==> src/rtl/stopwatch_pkg.sv <==
`default_nettype none
// ============================================================================
// Module : stopwatch_pkg
// Brief  : Shared FSM state encoding, BCD digit type and digit step helpers.
// Rev    : 1.0
// ============================================================================
package stopwatch_pkg;

    typedef enum logic [1:0] {
        IDLE  = 2'b00,
        RUN   = 2'b01,
        PAUSE = 2'b10,
        LAP   = 2'b11
    } sw_state_t;

    typedef logic [3:0] bcd_digit_t;

    localparam bcd_digit_t DIG_MAX_9  = 4'd9;
    localparam bcd_digit_t DIG_MAX_5  = 4'd5;
    localparam int         NUM_DIGITS = 6;

    // Value a digit takes on the next edge; clear dominates increment.
    function automatic bcd_digit_t bcd_next(input bcd_digit_t q,
                                            input logic       inc,
                                            input logic       clr,
                                            input bcd_digit_t max_val);
        bcd_digit_t nxt;
        if (clr) begin
            nxt = '0;
        end else if (inc) begin
            nxt = (q == max_val) ? '0 : q + 4'd1;
        end else begin
            nxt = q;
        end
        return nxt;
    endfunction

    // Digit order is cs0, cs1, s0, s1, m0, m1; the tens of seconds and minutes stop at 5.
    function automatic bcd_digit_t digit_max(input int idx);
        return ((idx == 3) || (idx == 5)) ? DIG_MAX_5 : DIG_MAX_9;
    endfunction

endpackage
`default_nettype wire

==> src/rtl/bcd_digit_counter.sv <==
`default_nettype none
// ============================================================================
// Module : bcd_digit_counter
// Brief  : One BCD digit of the stopwatch with combinational carry-out.
// Rev    : 1.0
// ============================================================================
module bcd_digit_counter
    import stopwatch_pkg::*;
#(
    parameter bcd_digit_t MAX = DIG_MAX_9
) (
    input  logic       clk,
    input  logic       rst,
    input  logic       clr,
    input  logic       inc,
    output logic [3:0] q,
    output logic       carry
);

    always_ff @(posedge clk or posedge rst) begin
        if (rst) begin
            q <= '0;
        end else begin
            q <= bcd_next(q, inc, clr, MAX);
        end
    end

    assign carry = inc && (q == MAX);

endmodule
`default_nettype wire

==> src/rtl/stopwatch_time_counter.sv <==
`default_nettype none
// ============================================================================
// Module : stopwatch_time_counter
// Brief  : 10 ms prescaler, MM:SS.cc BCD chain, run/pause/lap FSM, display regs.
// Rev    : 1.0
// ============================================================================
module stopwatch_time_counter
    import stopwatch_pkg::*;
#(
    parameter int CLK_HZ  = 50_000_000,
    parameter int TICK_HZ = 100
) (
    input  logic       clk,
    input  logic       rst,
    input  logic       start_stop,
    input  logic       clear,
    input  logic       lap,
    output logic [3:0] t_ms0,
    output logic [3:0] t_ms1,
    output logic [3:0] t_s0,
    output logic [3:0] t_s1,
    output logic [3:0] t_m0,
    output logic [3:0] t_m1,
    output logic       running,
    output logic       wrap
);

    localparam int              PRESCALE = CLK_HZ / TICK_HZ;
    localparam int              c_PW     = (PRESCALE > 1) ? $clog2(PRESCALE) : 1;
    localparam logic [c_PW-1:0] c_TERM   = c_PW'(PRESCALE - 1);

    sw_state_t             r_state;
    sw_state_t             w_state_nxt;
    logic [c_PW-1:0]       r_presc;
    logic                  w_counting;
    logic                  w_tick;
    logic                  w_capture;
    logic                  w_c0, w_c1, w_c2, w_c3, w_c4, w_c5;
    logic [NUM_DIGITS-1:0] w_inc;
    bcd_digit_t            w_live       [NUM_DIGITS];
    bcd_digit_t            w_live_nxt   [NUM_DIGITS];
    bcd_digit_t            w_frozen_nxt [NUM_DIGITS];
    bcd_digit_t            r_frozen     [NUM_DIGITS];
    bcd_digit_t            r_disp       [NUM_DIGITS];
    logic                  r_running;
    logic                  r_wrap;

    assign w_counting = (r_state == RUN) || (r_state == LAP);
    assign w_tick     = w_counting && (r_presc == c_TERM);

    // Ripple carry: every stage sees the increment within the same edge.
    bcd_digit_counter #(.MAX(DIG_MAX_9)) u_cs0 (
        .clk(clk), .rst(rst), .clr(clear), .inc(w_tick), .q(w_live[0]), .carry(w_c0));
    bcd_digit_counter #(.MAX(DIG_MAX_9)) u_cs1 (
        .clk(clk), .rst(rst), .clr(clear), .inc(w_c0),   .q(w_live[1]), .carry(w_c1));
    bcd_digit_counter #(.MAX(DIG_MAX_9)) u_s0 (
        .clk(clk), .rst(rst), .clr(clear), .inc(w_c1),   .q(w_live[2]), .carry(w_c2));
    bcd_digit_counter #(.MAX(DIG_MAX_5)) u_s1 (
        .clk(clk), .rst(rst), .clr(clear), .inc(w_c2),   .q(w_live[3]), .carry(w_c3));
    bcd_digit_counter #(.MAX(DIG_MAX_9)) u_m0 (
        .clk(clk), .rst(rst), .clr(clear), .inc(w_c3),   .q(w_live[4]), .carry(w_c4));
    bcd_digit_counter #(.MAX(DIG_MAX_5)) u_m1 (
        .clk(clk), .rst(rst), .clr(clear), .inc(w_c4),   .q(w_live[5]), .carry(w_c5));

    assign w_inc = {w_c4, w_c3, w_c2, w_c1, w_c0, w_tick};

    // Priority clear > start_stop > lap.
    always_comb begin
        w_state_nxt = r_state;
        if (clear) begin
            w_state_nxt = IDLE;
        end else if (start_stop) begin
            case (r_state)
                IDLE, PAUSE: w_state_nxt = RUN;
                default:     w_state_nxt = PAUSE;
            endcase
        end else if (lap) begin
            case (r_state)
                RUN:     w_state_nxt = LAP;
                LAP:     w_state_nxt = RUN;
                default: w_state_nxt = r_state;
            endcase
        end
    end

    // Capture samples the live digits before any coincident tick lands.
    assign w_capture = !clear && !start_stop && lap && (r_state == RUN);

    // Next-edge digit values let the display registers track with no extra lag.
    always_comb begin
        w_live_nxt   = w_live;
        w_frozen_nxt = r_frozen;
        for (int i = 0; i < NUM_DIGITS; i++) begin
            w_live_nxt[i] = bcd_next(w_live[i], w_inc[i], clear, digit_max(i));
            if (clear) begin
                w_frozen_nxt[i] = '0;
            end else if (w_capture) begin
                w_frozen_nxt[i] = w_live[i];
            end
        end
    end

    always_ff @(posedge clk or posedge rst) begin
        if (rst) begin
            r_state   <= IDLE;
            r_presc   <= '0;
            r_running <= 1'b0;
            r_wrap    <= 1'b0;
            for (int i = 0; i < NUM_DIGITS; i++) begin
                r_frozen[i] <= '0;
                r_disp[i]   <= '0;
            end
        end else begin
            r_state <= w_state_nxt;
            // PAUSE keeps the residue so a resume finishes the interrupted 10 ms.
            if (clear || (r_state == IDLE) || w_tick) begin
                r_presc <= '0;
            end else if (w_counting) begin
                r_presc <= r_presc + c_PW'(1);
            end
            r_running <= (w_state_nxt == RUN) || (w_state_nxt == LAP);
            r_wrap    <= w_c5 && !clear;
            for (int i = 0; i < NUM_DIGITS; i++) begin
                r_frozen[i] <= w_frozen_nxt[i];
                r_disp[i]   <= (w_state_nxt == LAP) ? w_frozen_nxt[i] : w_live_nxt[i];
            end
        end
    end

    assign t_ms0   = r_disp[0];
    assign t_ms1   = r_disp[1];
    assign t_s0    = r_disp[2];
    assign t_s1    = r_disp[3];
    assign t_m0    = r_disp[4];
    assign t_m1    = r_disp[5];
    assign running = r_running;
    assign wrap    = r_wrap;

endmodule
`default_nettype wire

==> config.mk <==
export PLATFORM = sky130hd
export DESIGN_NAME = stopwatch_time_counter
export DESIGN_NICKNAME = d
export VERILOG_FILES = /design/src/rtl/stopwatch_pkg.sv /design/src/rtl/bcd_digit_counter.sv /design/src/rtl/stopwatch_time_counter.sv
export SDC_FILE = /design/constraint.sdc
export NUM_CORES = 1
export LEC_CHECK = 0
export BUFFER_PORTS_ARGS = -buffer_cell sky130_fd_sc_hd__buf_2
export CAP_MARGIN = 30
export CORE_MARGIN = 8
export CORE_UTILIZATION = 41
export CTS_CLUSTER_DIAMETER = 30
export DETAILED_ROUTE_END_ITERATION = 8
export PLACE_DENSITY = 0.54
export SLEW_MARGIN = 20
export SYNTH_ARGS = -nofsm -noshare
export SYNTH_HDL_FRONTEND = slang
export SYNTH_HIERARCHICAL = 1
export SYNTH_SLANG_ARGS = --single-unit
==> constraint.sdc <==
create_clock -name clk -period 9.7 [get_ports clk]
set_input_delay 0.97 -clock clk [delete_from_list [all_inputs] [get_ports clk]]
set_output_delay 0.97 -clock clk [all_outputs]
set_load 0.03 [all_outputs]
---- Yosys cells after proc, flatten, opt, wreduce, memory -nomap -nowiden ----
Cells that the tools add are included.
storage, ports and cells
  register bits ........................... 95
  bits of input ports ..................... 5
  output and inout bits ................... 26
  logic and storage cells ................. 104
operators by class
  $add $sub $neg .......................... 7
  equality and inequality tests ........... 12
  multiplexer cells ....................... 43
  reduce and logical (&&, ||, !) cells .... 20
operators by type and width
  kind                   count
  $mux 4                 36
  $mux 19                2
  $add 4x1->4 const B    6
  $add 19x1->19 const B  1
  $eq 19x19->1 const B   1
  $eq 4x4->1 const B     4
  $logic_and 1x1->1      11
  $eq 4x3->1 const B     2
  $mux 2                 4
  $eq 2x2->1 const B     3
  $eq 2x1->1 const B     2
  $logic_or 1x1->1       4
  $pmux 2 s2             1
  $logic_not 1->1        2
  $logic_not 2->1        1
  $reduce_bool 2->1      1
  $reduce_or 2->1        1

---- Depth between registers and ports, before layout ----
  depth in word-level cells ............... 11
  mapped depth ............................ 19
  depth with buffers taken out ............ 18

---- Cells and area by module ----
Netlist, hierarchy kept.
modules (own cells, without submodules)
  module                          instances  cells each  area an instance (µm²)  seq. area each (µm²)
  stopwatch_time_counter          1          381         3,601.0                 1,751.7
  bcd_digit_counter at u_cs0 ...  4          27          244.0                   100.1
  bcd_digit_counter at u_m1 ...   2          26          231.5                   100.1

---- Worst setup path before layout ----
No wires, ideal clock.
  path kind ............................... register -> register
  start point ............................. register r_state[0]
  end point ............................... register r_disp, in the netlist t_m1[2]
  library setup time ...................... 0.121 ns
  arrival time ............................ 4.428 ns
  data required time ...................... 9.579 ns
  setup slack ............................. 5.151 ns
  stages on the path, launching flop included .. 19
  path buffers ............................ 1
  period minus slack after synthesis ...... 4.549 ns
  path through ............................ dfrtp_1 ha_1 buf_6 o211ai_1 nor2_1 inv_1 nor2_1 inv_1 nor2_1 inv_1 nor2_1 nand2_1 nor2_1 inv_1 nor2_1 nand2_1 o21ai_0 o21ai_0 a22o_1
on the way
  word-level cells in the longest chain between the ends .. 11
  elaborated cells between the ends (all ways) .. 24
RTL lines
  item                                      line                           RTL
  start, declared                           stopwatch_time_counter.sv:32   sw_state_t r_state;
  start signal, assigned                    stopwatch_time_counter.sv:114  r_state <= w_state_nxt;
  $eq 2x1->1 or $eq 2x2->1 (tied branches)  stopwatch_time_counter.sv:48   assign w_counting = (r_state == RUN) || (r_state == LAP);
  $logic_or 1x1->1 *                        stopwatch_time_counter.sv:48
  $logic_and 1x1->1 *                       stopwatch_time_counter.sv:49   assign w_tick = w_counting && (r_presc == c_TERM);
  via w_tick                                stopwatch_time_counter.sv:36   logic w_tick;
  $logic_and 1x1->1 *                       bcd_digit_counter.sv:28        assign carry = inc && (q == MAX);
  via w_c0                                  stopwatch_time_counter.sv:38   logic w_c0, w_c1, w_c2, w_c3, w_c4, w_c5;
  $logic_and 1x1->1 *                       bcd_digit_counter.sv:28
  via w_c1                                  stopwatch_time_counter.sv:38
  $logic_and 1x1->1 *                       bcd_digit_counter.sv:28
  via w_c2                                  stopwatch_time_counter.sv:38
  $logic_and 1x1->1 *                       bcd_digit_counter.sv:28
  via w_c3                                  stopwatch_time_counter.sv:38
  $logic_and 1x1->1 *                       bcd_digit_counter.sv:28
  via w_c4                                  stopwatch_time_counter.sv:38
  $mux 4 *                                  stopwatch_pkg.sv:30            end else if (inc) begin
  $mux 4 *                                  stopwatch_pkg.sv:28            if (clr) begin
  $mux 4 *                                  stopwatch_time_counter.sv:125  r_disp[i] <= (w_state_nxt == LAP) ? w_frozen_nxt[i] : w_live_nxt[i];
  end signal, assigned by index             stopwatch_time_counter.sv:125
  end, declared                             stopwatch_time_counter.sv:44   bcd_digit_t r_disp [NUM_DIGITS];
The timed path passes the listed nets; every way through them passes the cells marked *.
A chain may end at the register's enable or synchronous reset.

---- Worst setup path in the final report ----
  start point ............................. register r_state[1]
  end point ............................... register r_disp, in the netlist t_m1[2]
The elaborated chain is that of the path after synthesis.

==> flow_metrics.py <==
metrics = {
    "route": {
        "num_vias": 4028,
        "drc": 0,
        "ant_nets": 0,
        "drtIter0Drc": 287,
        "wl_per_cell_microns": 16.3,
        "vias_per_cell": 5.58,
        "totalWireLength_mm": 11.7,
        "dr.pass1.iters": 4,
    },
    "synth": {
        "synth.most_common_cell": "dfrtp_1",
        "synth_common_cells": "dfrtp_1, nand2_1, a21oi_1",
        "yosys.area.top_type": "dfrtp_1",
        "yosysTopAreaCellShare_pct": 46.7,
        "syn_area_sq_um": 5040,
        "synth_nets": 563,
        "ys_types": 56,
        "synth_seq_cells": 94,
        "synth_edf_count": 0,
        "synth.area.top_cells": "dfrtp_1, nand2_1, a21oi_1",
        "avgSynthCellArea_sq_um": 9.32,
        "synth_cells": 541,
        "asyncSetResetFlopFracSynth_pct": 100,
        "ys_dominant_reg_cell": "dfrtp_1",
        "seq_area_frac_synth_pct": 46.7,
        "yosysWarnings": 6,
    },
    "worst_setup_path": {
        "crit_type": "reg2reg",
        "r2r-start": "r_state[1]",
        "crit_required_ns": 9.94,
        "crit_fanout": 11,
        "cp_data_arrival_time_ns": 5.91,
        "cp-start-kind": "flip-flop",
        "regToRegSetupSlack_ns": 4.03,
        "endpoint_kind": "flip-flop",
        "reg2regPathDepth": 18,
        "r2r_end": "t_m1[2]",
    },
    "grt": {
        "grt_pass1_vias": 4006,
        "antenna_found_initial": 0,
        "overflow": 0,
        "grt_max_degree": 63,
        "grt_pass1_wl_mm": 19.9,
        "grtUsageTotal_pct": 15.2,
    },
    "clock_network": {
        "cts_tree": "yes",
        "ctsHoldBuffers": 0,
        "root_buffer": "clkbuf_16",
        "cts_buffers": 9,
        "h-tree-depth": 3,
        "numClockSinks": 94,
        "cts_buffer_depth": 2,
        "worstSkewPairLatency_ns": 0.35,
        "clk_pin_slew_worst_paths_ns": 0.06,
        "cts_resized": 0,
        "cts_setup_buffers": 0,
    },
    "pwr": {
        "powerDensity_nw_per_um2": 145,
        "ir_worst_vdd_v": 0.0000811,
        "p_leak_nw": 2.38,
    },
    "job": {
        "maxCapViolations": 0,
    },
    "timing": {
        "period_share_pct": 58.5,
        "skew_ns": 0.00801,
        "worst_pin_slew_ns": 0.842,
        "fmax_mhz": 176,
        "hold_ws_ns": 0.522,
        "rsz0062_at_grt": "no",
        "maxSlewHeadroom_pct": 43.9,
        "final.min_clock_period_ns": 5.67,
        "tns_ns": 0,
        "setup_violations": 0,
        "setup_slack_ns": 4.03,
        "report.final.slew_viol_count": 0,
        "hold_viol": 0,
    },
    "floorplan": {
        "die-height_microns": 127,
        "core_area_sq_um": 12000,
        "rows": 40,
        "die_area_sq_um": 16100,
        "die_w_microns": 127,
        "start_util_pct": 42.0,
        "pin_count": 31,
    },
    "place": {
        "hpwl_mm": 7.67,
        "port_buffers": 30,
        "pre_cts_ws_ns": 4.12,
        "gp_congestion": 0.832,
        "postPlaceCellArea_sq_um": 5340,
    },
    "layout": {
        "area_delta_synth_final_pct": 12.3,
        "nNetsFinal": 592,
        "design_area_sq_um": 5660,
        "fin_util_pct": 47.1,
        "num_antenna_cells": 0,
        "nFillCells": 1170,
        "drive_gt1_share_pct": 12.0,
    },
    "min_path": {
        "min_to": "r_frozen[13]",
        "min_from": "r_frozen[13]",
        "hold_path_depth": 2,
        "hold_path_class": "reg2reg",
    },
    "run_status": {
        "outcome": "complete, no violations",
    },
}
-- report_power, final --
part           switching, mW  leakage, nW  total [mW]  internal, mW
logic                 0.0323        0.912      0.0410       0.00872
registers            0.00150         1.31       0.395         0.393
clock network          0.152        0.154       0.384         0.232
total                  0.186         2.38       0.819         0.634
-- per-layer routing --
layer  routed length (microns)  vias to the layer above  global-route usage [%]
li1                          -                     1974                       -
met1                      5370                     1974                    18.4
met2                      5720                       65                    25.0
met3                       457                       15                    4.19
met4                       185                        0                    6.30
met5                         0                        -                       0
-- state kept, by name, indices dropped and copies added (netlist names) --
| name | cells |
|---|---|
| t_m0 | 4 |
| u_s1/q | 4 |
| u_s0/q | 4 |
| u_cs0/q | 4 |
| u_m0/q | 4 |
| t_s1 | 4 |
| t_s0 | 4 |
| u_cs1/q | 4 |
| r_state | 2 |
| t_ms1 | 4 |
| t_m1 | 4 |
| t_ms0 | 4 |
| wrap | 1 |
| r_frozen | 24 |
| r_presc | 19 |
| u_m1/q | 4 |
-- stage by stage --
step | total power, mW | cells
after global routing | 0.849 | 722
final | 0.819 | 722
after global placement | 0.442 | 704
after floorplan | 0.430 | 541
after CTS | 0.837 | 722
after detailed placement | 0.444 | 706
-- cells in the final DEF, fill, tap and decap left out, drive strengths merged, types with 3 or more instances in the layout --
master,netlist,layout
a21oi,61,61
nand4,8,8
nor3,15,15
clkbuf,10,10
inv,25,25
nand2,87,87
nor4b,3,3
nand2b,7,7
nand3b,20,20
a21boi,4,4
o2bb2ai,5,5
o2111ai,5,5
or4,4,4
a21o,5,5
nand3,14,14
or3,8,8
buf,6,34
o21ai,26,26
a211o,6,6
and4b,7,7
a22o,10,10
and4,3,3
clkinv,1,3
o31ai,3,3
dfrtp,94,94
nor2b,14,14
ha,17,17
o211ai,3,3
xor2,3,3
nor4,6,6
xnor2,19,19
nor2,26,26
-- logic make-up after synthesis --
family                   synth area share, %
AND/OR/NAND/NOR                         24.3
AO/OA/AOI/OAI                           17.0
flip-flops                              46.7
buffers and inverters                   3.50
XOR/XNOR                                3.82
adder cells (fa/ha/maj)                 4.22
multiplexers                           0.447
-- final cells by class --
class,instances,area (sq um),area share [%]
clock buffer,10,239,4.22
clock inverter,6,85.1,1.50
inverter,26,97.6,1.72
multi-input combinational,405,2510,44.4
sequential,94,2350,41.6
tap,147,184,3.25
timing repair buffer,34,191,3.38
-- critical path, cell delays in order (launching register included) --
cell and delay, ns:
dfrtp_1 0.41, inv_1 0.10, ha_1 0.35, o211ai_1 0.19, nor2_1 0.33, inv_1 0.12, nor2_1 0.52, inv_1 0.15
nor2_1 0.56, inv_1 0.17, nor2_1 0.57, nand2_1 0.15, nor2_1 0.47, inv_1 0.16, nor2_1 0.62, nand2_1 0.18
o21ai_0 0.19, o21ai_0 0.11, a22o_1 0.21
-- worst max-delay path by stage --
stage / from / to / cells past startpoint / slack (ns)
after floorplan: r_state[0] / t_m1[2] / 18 / 5.15
after global placement: r_state[1] / t_m1[2] / 18 / 4.45
after detailed placement: r_state[1] / t_m1[2] / 18 / 4.12
after CTS: r_state[1] / t_m1[2] / 18 / 4.09
after global routing: r_state[1] / t_m1[2] / 18 / 3.40
final: r_state[1] / t_m1[2] / 18 / 4.03
Note: power is estimated with default switching activity, not from simulation.
